[src/rtl/vga_disp_ctrl.sv]
// VGA timing generator with a framebuffer read port, a pixel-replicated image window
// and a frame-synchronous crosshair cursor drawn by inverting the underlying pixels.
module vga_disp_ctrl #(
    parameter int H_SYNC   = 120,
    parameter int H_BP     = 64,
    parameter int H_ACTIVE = 800,
    parameter int H_FP     = 56,
    parameter int V_SYNC   = 6,
    parameter int V_BP     = 23,
    parameter int V_ACTIVE = 600,
    parameter int V_FP     = 37,
    parameter bit HS_POL   = 1'b0,
    parameter bit VS_POL   = 1'b0,
    parameter int IMG_W    = 256,
    parameter int IMG_H    = 256,
    parameter int X_OFF    = 272,
    parameter int Y_OFF    = 172,
    parameter int SCALE    = 1,
    parameter int RD_LAT   = 1,
    parameter int CUR_HALF = 5,
    localparam int AW      = $clog2(IMG_W * IMG_H)
) (
    input  logic          clk,
    input  logic          rst,
    input  logic [7:0]    cur_x,
    input  logic [7:0]    cur_y,
    input  logic          cur_en,
    output logic [AW-1:0] rd_addr,
    input  logic [11:0]   rd_data,
    output logic [3:0]    vga_r,
    output logic [3:0]    vga_g,
    output logic [3:0]    vga_b,
    output logic          vga_hs,
    output logic          vga_vs,
    output logic          de,
    output logic          frame_start
);

    localparam int H_TOTAL = H_SYNC + H_BP + H_ACTIVE + H_FP;
    localparam int V_TOTAL = V_SYNC + V_BP + V_ACTIVE + V_FP;
    localparam int HW      = $clog2(H_TOTAL);
    localparam int VW      = $clog2(V_TOTAL);
    localparam int H_ACT0  = H_SYNC + H_BP;
    localparam int V_ACT0  = V_SYNC + V_BP;
    localparam int SHIFT   = $clog2(SCALE);

    typedef struct packed {
        logic hs;
        logic vs;
        logic de;
        logic win;
        logic cur;
    } flags_t;

    logic          run;
    logic [HW-1:0] hcount, h_next;
    logic [VW-1:0] vcount, v_next;
    int            ax, ay, ix_n, iy_n;
    logic          win_n, win_q;
    logic [11:0]   ix_q, iy_q;
    logic [7:0]    cur_x_l, cur_y_l;
    logic          cur_en_l;
    int            dx, dy;
    flags_t        raw;
    flags_t        pipe [RD_LAT];
    flags_t        dly;
    logic [11:0]   colour;

    // run is low for one clock after reset so the first edge presents (0,0) with frame_start.
    // NOTE: combinational blocks assign every output a default first, so no path can infer a latch.
    always_comb begin
        h_next = hcount;
        v_next = vcount;
        if (run) begin
            if (hcount == HW'(H_TOTAL - 1)) begin
                h_next = '0;
                v_next = (vcount == VW'(V_TOTAL - 1)) ? '0 : vcount + 1'b1;
            end else begin
                h_next = hcount + 1'b1;
            end
        end
    end

    // NOTE: sequential state uses non-blocking assignments so every flop samples pre-edge values.
    always_ff @(posedge clk or posedge rst) begin
        if (rst) begin
            run         <= 1'b0;
            hcount      <= '0;
            vcount      <= '0;
            frame_start <= 1'b0;
        end else begin
            run         <= 1'b1;
            hcount      <= h_next;
            vcount      <= v_next;
            frame_start <= (h_next == '0) && (v_next == '0);
        end
    end

    always_ff @(posedge clk or posedge rst) begin
        if (rst) begin
            cur_x_l  <= '0;
            cur_y_l  <= '0;
            cur_en_l <= 1'b0;
        end else if (frame_start) begin
            cur_x_l  <= cur_x;
            cur_y_l  <= cur_y;
            cur_en_l <= cur_en;
        end
    end

    // Window decode runs on the next counter values so rd_addr lines up with the counters.
    always_comb begin
        ax    = int'(h_next) - H_ACT0;
        ay    = int'(v_next) - V_ACT0;
        win_n = (ax >= X_OFF) && (ax < X_OFF + IMG_W * SCALE) && (ax < H_ACTIVE) &&
                (ay >= Y_OFF) && (ay < Y_OFF + IMG_H * SCALE) && (ay < V_ACTIVE);
        ix_n  = (ax - X_OFF) >>> SHIFT;
        iy_n  = (ay - Y_OFF) >>> SHIFT;
    end

    always_ff @(posedge clk or posedge rst) begin
        if (rst) begin
            rd_addr <= '0;
            win_q   <= 1'b0;
            ix_q    <= '0;
            iy_q    <= '0;
        end else begin
            win_q <= win_n;
            ix_q  <= 12'(ix_n);
            iy_q  <= 12'(iy_n);
            if (win_n) begin
                rd_addr <= AW'(iy_n * IMG_W + ix_n);
            end
        end
    end

    // Signed distances keep arms from wrapping across the image edge.
    always_comb begin
        dx      = int'(ix_q) - int'(cur_x_l);
        dy      = int'(iy_q) - int'(cur_y_l);
        raw     = '0;
        raw.hs  = run && (int'(hcount) < H_SYNC);
        raw.vs  = run && (int'(vcount) < V_SYNC);
        raw.de  = run && (int'(hcount) >= H_ACT0) && (int'(hcount) < H_ACT0 + H_ACTIVE) &&
                  (int'(vcount) >= V_ACT0) && (int'(vcount) < V_ACT0 + V_ACTIVE);
        raw.win = win_q;
        raw.cur = cur_en_l && win_q &&
                  (((dx == 0) && ((dy < 0 ? -dy : dy) <= CUR_HALF)) ||
                   ((dy == 0) && ((dx < 0 ? -dx : dx) <= CUR_HALF)));
    end

    // NOTE: this delay line is a handful of flops, so it is reset with the rest of the state.
    always_ff @(posedge clk or posedge rst) begin
        if (rst) begin
            for (int i = 0; i < RD_LAT; i++) begin
                pipe[i] <= '0;
            end
        end else begin
            pipe[0] <= raw;
            for (int i = 1; i < RD_LAT; i++) begin
                pipe[i] <= pipe[i-1];
            end
        end
    end

    assign dly = pipe[RD_LAT-1];

    always_ff @(posedge clk or posedge rst) begin
        if (rst) begin
            colour <= '0;
            de     <= 1'b0;
            vga_hs <= ~HS_POL;
            vga_vs <= ~VS_POL;
        end else begin
            de     <= dly.de;
            vga_hs <= dly.hs ? HS_POL : ~HS_POL;
            vga_vs <= dly.vs ? VS_POL : ~VS_POL;
            if (dly.de && dly.win) begin
                colour <= dly.cur ? ~rd_data : rd_data;
            end else begin
                colour <= '0;
            end
        end
    end

    assign {vga_b, vga_g, vga_r} = colour;

endmodule

[config.mk]
export PLATFORM = sky130hd
export DESIGN_NAME = vga_disp_ctrl
export DESIGN_NICKNAME = d
export VERILOG_FILES = /design/src/rtl/vga_disp_ctrl.sv
export SDC_FILE = /design/constraint.sdc
export NUM_CORES = 1
export LEC_CHECK = 0
export ABC_AREA = 1
export CORE_UTILIZATION = 35
export DETAILED_ROUTE_END_ITERATION = 6
export GPL_TIMING_DRIVEN = 0
export HOLD_SLACK_MARGIN = 0.02
export SLEW_MARGIN = 10
export SYNTH_ARGS = -nofsm -noshare
export SYNTH_HDL_FRONTEND = slang
export SYNTH_SLANG_ARGS = --single-unit
[constraint.sdc]
create_clock -name clk -period 3.6 [get_ports clk]
set_input_delay 0.9 -clock clk [delete_from_list [all_inputs] [get_ports clk]]
set_output_delay 0.9 -clock clk [all_outputs]
set_load 0.02 [all_outputs]
==> impl_metrics.tcl, run 1 <==
set metrics [dict create \
    netSwitchingFraction 0.407 \
    wl_met1_um 8090 \
    insertion_delay_ps 360 \
    overflow 0 \
    numCtsBuffers 9 \
    fmax_mhz 271 \
    crit_arrival_ps 3930 \
    cp_cell_sequence "inv_2 -> buf_4 -> nand2_1 -> nor2_1 -> nand3_4 -> nor2_4 -> nand2_1 -> nand2_4 -> ha_2 -> nand2_1 -> nand2_2 -> inv_2 -> ha_1 -> ha_4 -> a21o_1 -> a21oi_2 -> o21ai_1 -> a21oi_1 -> nand3b_1 -> nand2_1 -> inv_1 -> nand2_1 -> nand2_1 -> o21ai_1" \
    min_path_cells 1 \
    synthFlopType "dfrtp_1" \
    power_density_nw_per_um2 553 \
    violations "negative setup slack" \
    synth_area_um2 6670 \
    synth_top_family_by_area "simple AND/OR/NAND/NOR gates" \
    start_util 0.357 \
    finalPower_mw 4.72 \
    die_w_um 140 \
    firstDrtPassIters 4 \
    crit_type "reg -> reg" \
    clk_path_buf_depth 2 \
    via_per_inst 4.79 \
    switchingPower_mw 1.92 \
    drv_slew 0 \
    hold_path_class "reg -> reg" \
    synth_common_cells "246 x nand2_1, 98 x inv_1, 96 x dfrtp_1" \
    gp_congestion 0.919 \
    async_flop_share 1.00 \
    grt_pass1_vias 5739 \
    rsz0062_at_grt "yes" \
    area_delta_synth_final_pct 27.9 \
    fin_area_um2 8540 \
    cts.sinks 98 \
    slowest_stage "dfrtp_2" \
    met2_length_um 8530 \
    top_layer "met4" \
    hold_buffers 0 \
    synth_compound_area_frac 0.0757 \
    synth_top_area_share 0.360 \
    required_ps 3840 \
    nNetsFinal 1064 \
    cp_common_cell "nand2_1" \
    drive_gt1_frac 0.193 \
    fillCellCount 1835 \
    critical_path.max_stage_delay_ps 430 \
    antenna_found_initial 0 \
    drc 0 \
    synthAdderAreaFrac 0.0746 \
    wl_met3_um 471 \
    coreArea_um2 18700 \
    ys_warn_count 0 \
    postRouteAntennaNets 0 \
    fin_util 0.456 \
    layout_setup_ws_ps -92.3 \
    dpl_cell_area_um2 7660 \
    ctsRootBufferMaster "clkbuf_16" \
    wirelength_um 17400 \
    tightest_slew_ps 675 \
    ioPinCount 63 \
    cts.clk_slew.worst_paths_ps 70 \
    finalNonFillerCells 1234 \
    whs_ps 352 \
    synth-xor-area-share 0.0645 \
    drv_cap 0 \
    rows 50 \
    synth_seq_area_share 0.368 \
    ys_ff_latch 98 \
    synth_area_per_cell_um2 7.50 \
    cp_max_fo 7 \
    diodes 0 \
    placed_cells 1188 \
    rr_worst_depth 24 \
    synth_mux_area_frac 0.00506 \
    period_needed_ps 3690 \
    max-slew-margin-rel 0.550 \
    wl_per_cell_um 14.1 \
    drt_iter0_markers 305 \
    power_frac_comb 0.478 \
    pwr-share-seq 0.288 \
    setup_viol_count_final 1 \
    internal_power_mw 2.80 \
    yosysMostFrequentCell "nand2_1" \
    grt_max_degree 38 \
    critPathLaunchType "register" \
    num_vias 5905 \
    cts_htree_levels 3 \
    synthesis.nets 959 \
    io_buffers 62 \
    cts_tree "yes" \
    die_h_um 140 \
    grt.total_usage 0.186 \
    status "finished, violations left" \
    grt_pass1_wl_um 28700 \
    timing.final.crit_share 1.03 \
    synth_top_cell_by_area "dfrtp_1" \
    hold_viol 0 \
    dp_hpwl_um 13200 \
    p_leak_nw 4.04 \
    synth_edf_count 0 \
    ir_worst_vdd_mv 0.287 \
    synth.area.top_cells "dfrtp_1 36%, nand2_1 14%, ha_1 6.6%" \
    synth_cell_type_count 48 \
    skew_ps 13.9 \
    synthCells 890 \
    yosys.area_share.simple 0.330 \
    die_area_um2 19600 \
    pwr-share-clk 0.234 \
    cp-end-kind "register" \
]
[power by group through the flow]
stage / Sequential [mW] / Clock (mW) / Combinational [mW]
final: 1.36 / 1.10 / 2.26
after global routing: 1.38 / 1.17 / 2.55
after CTS: 1.36 / 1.13 / 2.18
after detailed placement: 1.38 / 0 / 1.98
after global placement: 1.38 / 0 / 1.96
after floorplan: 1.34 / 0 / 1.57
[metrics by stage]
stage	setup TNS [ps]	setup slack (ps)
finish	-92.3	-92.3
floorplan	0	7.91
global placement	-147870	-1520
CTS	-56.0	-56.0
detailed placement	-1520	-670
global route	-397	-317
[cell usage in the layout (no fill, tap or decap), drive strengths merged, types with 23 or more instances in the layout]
cell type,count
nand2,270
clkdlybuf4s50,62
nor2,94
ha,35
dfrtp,96
nand4,23
a21oi,30
buf,39
nand3,70
inv,123
xnor2,26
o21ai,50
[final cells by class]
cell class	count	area (um2)	area share
Tap cell	234	293	0.0343
Timing Repair Buffer	95	897	0.105
Sequential cell	98	2460	0.288
Clock inverter	6	97.6	0.0114
Clock buffer	10	239	0.0280
Multi-Input combinational cell	656	4000	0.468
Inverter	122	473	0.0554
Buffer	13	77.6	0.00909
[logic make-up (layout without fill, tap and decap cells)]
logic type / Yosys count / count (layout)
compound gates: 90 / 90
flops: 98 / 98
xor+xnor: 47 / 47
simple gates: 477 / 477
fa+ha+maj: 38 / 38
buf+inv: 136 / 246
other cells: 1 / 1
mux: 3 / 3
[worst max-delay path: cells and delay by family, from the launching register on]
kind,cells,cell delay [ps]
AOI/OAI and AO/OA,5,630
and+or+nand+nor,12,1370
adders and majority gates,3,840
buffers and inverters,4,300
DFF,1,430
[metal layers]
layer	track usage	up-vias
met5	0	-
met4	0.0700	0
met3	0.0263	23
met2	0.321	98
met1	0.237	2739
li1	-	3045
[registers in the layout, indices dropped and copies added, names as in the netlist]
signal,cells
cur_x_l,8
dly,5
cur_en_l,1
hcount,8
colour,12
run,1
vcount,10
frame_start,1
vga_hs,1
iy_q,12
cur_y_l,8
ix_q,12
rd_addr,16
vga_vs,1
de,1
win_q,1
[worst paths after layout]
path | startpoint | end | slack [ps]
hold / removal | dly[3] | vga_vs | 350
hold reg to reg | dly[3] | vga_vs | 350
setup reg to reg | hcount[5] | rd_addr[15] | -90
max in group asynchronous | rst | vga_vs | 2120
min in group asynchronous | rst | colour[6] | 900
setup / recovery | hcount[5] | rd_addr[15] | -90
[what timing repair did]
item                                    in CTS  in global routing
endpoints found under the setup margin       4                  4
pin swaps                                   22                 19
setup buffers                               29                  5
resized for setup                           52                 24
Power figures use the tool's default switching activity.
==> run 2: changes to the inputs <==
Settings changed: CORE_UTILIZATION 35 to 53, PLACE_DENSITY set to 0.78.
==> impl_metrics.tcl, run 2 (synthesis gave the netlist of run 1 again) <==
set metrics [dict create \
    status "finished, violations left" \
    violations "negative setup slack" \
    cp_top_family "simple AND/OR/NAND/NOR gates" \
    hp-start "dly[4]" \
    via_per_inst 5.13 \
    coreArea_um2 12200 \
    r2r-start "ix_q[0]" \
    drv_slew 0 \
    power_frac_comb 0.475 \
    drive_gt1_frac 0.191 \
    final_cell_mix "236 x nand2_1, 92 x inv_1, 90 x dfrtp_1, 73 x nor2_1, 62 x clkdlybuf4s50_1" \
    netSwitchingFraction 0.401 \
    tightest_slew_ps 664 \
    setup_viol_count_final 1 \
    ctsRootBufferMaster "clkbuf_16" \
    hold_viol 0 \
    antenna_found_initial 1 \
    skew_ps 12.9 \
    firstDrtPassIters 5 \
    numCtsBuffers 9 \
    cts_tree "yes" \
    cp_common_cell "nand2_1" \
    required_ps 3850 \
    drt_iter0_markers 404 \
    power_density_nw_per_um2 565 \
    clk_path_buf_depth 2 \
    tns_ps -72.5 \
    grt_pass1_wl_um 27400 \
    cp-end-kind "register" \
    ir_worst_vdd_mv 0.338 \
    grt_max_degree 62 \
    cts_htree_levels 3 \
    top_register "rd_addr" \
    rr_endpoint "rd_addr[15]" \
    critPathLaunchType "register" \
    start_util 0.549 \
    die_area_um2 13000 \
    postRouteAntennaNets 0 \
    p_leak_nw 4.05 \
    top_layer "met4" \
    met2_length_um 8020 \
    area_delta_synth_final_pct 26.3 \
    switchingPower_mw 1.91 \
    dp_hpwl_um 12400 \
    crit_buf_inv 2 \
    crit_type "reg -> reg" \
    final_common_cell "nand2_1" \
    fmax_mhz 272 \
    wirelength_um 16800 \
    min_to "vga_hs" \
    hold_path_class "reg -> reg" \
    diodes 0 \
    overflow 0 \
    r2r_slack_ps -70 \
    nNetsFinal 1064 \
    internal_power_mw 2.85 \
    cp.depth 27 \
    fin_util 0.693 \
    min_path_cells 1 \
    wl_per_cell_um 14.4 \
    rsz0062_at_grt "yes" \
    slowest_stage "dfrtp_1" \
    die_w_um 114 \
    grt.total_usage 0.270 \
    gp_congestion 0.916 \
    io_buffers 62 \
    die_h_um 114 \
    crit_arrival_ps 3920 \
    timing.final.crit_share 1.02 \
    largest_reg_flops 16 \
    drc 0 \
    wl_met3_um 775 \
    grt_pass1_vias 5729 \
    wl_met1_um 7610 \
    cts.clk_slew.worst_paths_ps 80 \
    ioPinCount 63 \
    pwr-share-clk 0.241 \
    rows 40 \
    layout_setup_ws_ps -72.5 \
    rr_worst_depth 27 \
    pwr-share-seq 0.283 \
    cp_max_fo 4 \
    num_vias 5995 \
    period_needed_ps 3670 \
    insertion_delay_ps 360 \
    critical_path.max_stage_delay_ps 400 \
    cts.sinks 98 \
    max-slew-margin-rel 0.557 \
    drv_cap 0 \
]
[run 2: cell types whose count changed in the layout (fill, tap and decap cells not counted), sizes merged]
cell	delta
bufinv	+1
clkinvlp	-2
inv	+1
[run 2: power by group through the flow]
stage               clock network (mW)  logic [mW]  registers, mW
finish                            1.15        2.26           1.35
global placement                     0        1.92           1.36
detailed placement                   0        1.96           1.36
CTS                               1.16        2.12           1.35
floorplan                            0        1.57           1.34
global route                      1.19        2.57           1.36
[run 2: timing repair]
action,CTS,global route
hold buffers,0,0
setup endpoints to repair,4,4
endpoints found under the hold margin,0,0
setup buffers,17,15
gates resized for setup,41,27
pin swaps,21,28
[run 2: worst max-delay path by stage]
stage	endpoint	start	slack, ps
6_report	rd_addr[15]	ix_q[0]	-70
5_1_grt	rd_addr[15]	ix_q[0]	-290
4_1_cts	rd_addr[15]	ix_q[1]	-40
3_5_place_dp	rd_addr[15]	ix_q[1]	-460
3_3_place_gp	rd_addr[12]	rst	-1310
2_1_floorplan	rd_addr[15]	ix_q[0]	8
[run 2: through the flow]
stage | setup WS [ps] | instances | hold slack, ps | instance area, um2 | power (mW)
finish | -72.5 | 1168 | 354 | 8430 | 4.76
global route | -285 | 1168 | 376 | 8430 | 5.13
CTS | -42.5 | 1153 | 351 | 8200 | 4.63
detailed placement | -462 | 1121 | 340 | 7570 | 3.32
global placement | -1310 | 1120 | 338 | 7540 | 3.28
floorplan | 7.91 | 890 | 337 | 6710 | 2.91
[run 2: routing by layer]
metal / GRT usage / vias up
met5: 0 / -
met4: 0.0918 / 0
met3: 0.0418 / 28
met2: 0.457 / 152
met1: 0.353 / 2769
li1: - / 3046
[run 2: final cells by class]
type	instances	area, um2
Clock inverter	6	121
Buffer	13	77.6
Multi-Input combinational cell	656	3970
Tap cell	168	210
Fill cell	981	3730
Clock buffer	10	229
Timing Repair Buffer	95	888
Inverter	122	468
Sequential cell	98	2460
==> run 3: changes to the inputs <==
Settings changed: ABC_AREA 1 to 0, CORE_UTILIZATION 53 to 52, PLACE_DENSITY 0.78 to 0.77.
==> impl_metrics.tcl, run 3 <==
set metrics [dict create \
    synth_top_area_share 0.380 \
    setup_viol_count_final 16 \
    multiInputGateArea_um2 4130 \
    critical_path.max_stage_delay_ps 400 \
    rsz0062_at_grt "yes" \
    insertion_delay_ps 360 \
    p_leak_nw 3.87 \
    skew_ps 6.30 \
    synth_seq_area_share 0.388 \
    wl_per_cell_um 19.2 \
    antenna_found_initial 0 \
    drv_slew 0 \
    postRouteAntennaNets 0 \
    synth_top_cell_by_area "dfrtp_1" \
    area.sequential_um2 2460 \
    overflow 0 \
    wirelength_um 18100 \
    tns_ps -7200 \
    hold_path_class "reg -> reg" \
    dp_hpwl_um 11200 \
    r2r_slack_ps -840 \
    crit_arrival_ps 4680 \
    gp_congestion 0.955 \
    via_per_inst 5.94 \
    ioPinCount 63 \
    nNetsFinal 865 \
    timing.final.crit_share 1.23 \
    cp.depth 21 \
    cp_top_family "compound AO/OA/AOI/OAI gates" \
    required_ps 3840 \
    startpoint "hcount[6]" \
    rows 39 \
    largest_reg_flops 16 \
    grt.total_usage 0.282 \
    drive_gt1_frac 0.255 \
    finalPower_mw 4.80 \
    cts_htree_levels 3 \
    period_needed_ps 4440 \
    cts_tree "yes" \
    ys_ff_latch 98 \
    yosysMostFrequentCell "dfrtp_1" \
    rr_worst_depth 21 \
    grt_max_degree 67 \
    synth_common_cells "96 x dfrtp_1, 61 x inv_1, 60 x nand2_1" \
    top_register "rd_addr" \
    cts.sinks 98 \
    synth_cell_type_count 78 \
    fillCellCount 750 \
    tightest_slew_ps 664 \
    status "finished, violations left" \
    crit_type "reg -> reg" \
    ir_worst_vdd_mv 0.305 \
    endpoint "rd_addr[15]" \
    synth_area_um2 6320 \
    cts.clk_slew.worst_paths_ps 70 \
    layout_setup_ws_ps -842 \
    io_buffers 62 \
    fmax_mhz 225 \
    crit_buf_inv 2 \
    area_delta_synth_final_pct 35.6 \
    cp-end-kind "register" \
    synth_area_per_cell_um2 9.51 \
    hold_viol 0 \
    grt_pass1_vias 5699 \
    cp_max_fo 4 \
    die_w_um 112 \
    rr_endpoint "rd_addr[15]" \
    ys_warn_count 0 \
    num_vias 5605 \
    hold_buffers 0 \
    cp_cell_sequence "buf_6 -> or3b_4 -> o211ai_1 -> nand2_2 -> ha_4 -> buf_4 -> o21ai_4 -> nor2_1 -> o211ai_1 -> a21o_1 -> nand2_2 -> xnor2_2 -> ha_1 -> a21o_1 -> a21o_1 -> a21o_1 -> a21oi_2 -> o21ai_1 -> xor2_1 -> xnor2_1 -> mux2_4" \
    diodes 0 \
    drt_iter0_markers 410 \
    numCtsBuffers 9 \
    clk_path_buf_depth 2 \
    drv_cap 0 \
    synth.area.top_cells "dfrtp_1 38%, ha_1 6.9%, xnor2_1 6.8%" \
    coreArea_um2 11600 \
    slowest_stage "dfrtp_1" \
    synthesis.nets 734 \
    violations "design-rule violations, negative setup slack" \
    synthFlopType "dfrtp_1" \
    ctsRootBufferMaster "clkbuf_16" \
    drc 2 \
    synthCells 665 \
    cp_common_cell "a21o_1" \
    die_h_um 112 \
    max-slew-margin-rel 0.557 \
    synth_edf_count 0 \
    final_cell_mix "91 x dfrtp_1, 62 x clkdlybuf4s50_1, 55 x nand2_1, 54 x inv_1, 45 x buf_4" \
    die_area_um2 12600 \
    async_flop_share 1.00 \
    critPathLaunchType "register" \
    firstDrtPassIters 7 \
    grt_pass1_wl_um 27700 \
    power_density_nw_per_um2 560 \
    start_util 0.544 \
    r2r-start "hcount[6]" \
    final_common_cell "dfrtp_1" \
]
-- run 3: changes by cell type after synthesis, sizes merged, moves of 16 or more --
cell | before | now
nand2 | 270 | 60
xnor2 | 26 | 51
nand4 | 23 | 7
inv | 121 | 61
mux2 | 3 | 19
nand3 | 70 | 18
nor2 | 94 | 34
-- run 3: routing by layer --
metal  global-route usage  up-vias  part of all wire  wire length (um)
li1                     -     2587                 -                 -
met1                0.350     2742              0.40              7260
met2                0.477      219              0.51              9180
met3               0.0491       57             0.056              1020
met4                0.139        0             0.037               677
met5                    0        -                 0                 0
-- run 3: kinds of logic (layout without fill, tap and decap cells) --
kind of cell	count (synthesis)	count (layout)	synth area share
simple gates	214	214	0.182
compound gates	139	139	0.146
flops	98	98	0.388
buf+inv	77	213	0.0495
xor+xnor	70	70	0.0993
fa+ha+maj	38	38	0.0787
mux	28	28	0.0548
other cells	1	1	0.000593
-- run 3: worst register-to-register path: stages (launching register included) --
cell      delay [ps]
dfrtp_1          400
buf_6            140
or3b_4           400
o211ai_1         290
nand2_2          150
ha_4             210
buf_4            160
o21ai_4           90
nor2_1            90
o211ai_1         250
a21o_1           210
nand2_2           90
xnor2_2          220
ha_1             270
a21o_1           180
a21o_1           180
a21o_1           180
a21oi_2          150
o21ai_1          100
xor2_1           160
xnor2_1          150
mux2_4           270
-- run 3: area by class of cell --
class	instances	share of cell area
repair buffers	122	0.133
plain buffers	14	0.0102
well taps	143	0.0209
flip-flops and latches	98	0.287
clock buffers	9	0.0263
inverters	61	0.0273
clock inverters	7	0.0144
multi-input cells	490	0.481
-- run 3: where the power goes --
| group | internal, mW | switching [mW] |
|---|---|---|
| Clock | 0.688 | 0.451 |
| Sequential | 1.26 | 0.110 |
| Combinational | 0.960 | 1.33 |
-- run 3: timing repair --
item	CTS	global route
gates cloned	2	0
gates resized for setup	72	44
pin swaps	27	21
endpoints found under the setup margin	23	21
setup buffers	52	8
-- run 3: per-stage QoR --
stage	hold WS [ps]	instances	utilization	worst slack, ps	instance area (um2)
after global placement	344	870	0.625	-1200	7260
after CTS	359	938	0.720	-633	8360
final	354	944	0.738	-842	8570
after detailed placement	347	871	0.628	-1070	7290
after global routing	373	944	0.738	-962	8570
after floorplan	337	665	-	-495	6460
-- run 3: how the worst min path moves through the flow --
| stage | start | to | slack [ps] | cells past startpoint |
|---|---|---|---|---|
| 5_1_grt | dly[4] | vga_hs | 370 | 1 |
| 4_1_cts | dly[4] | vga_hs | 360 | 1 |
| 6_report | dly[4] | vga_hs | 350 | 1 |
| 3_3_place_gp | dly[4] | vga_hs | 340 | 1 |
| 2_1_floorplan | dly[4] | vga_hs | 340 | 1 |
| 3_5_place_dp | dly[4] | vga_hs | 350 | 1 |
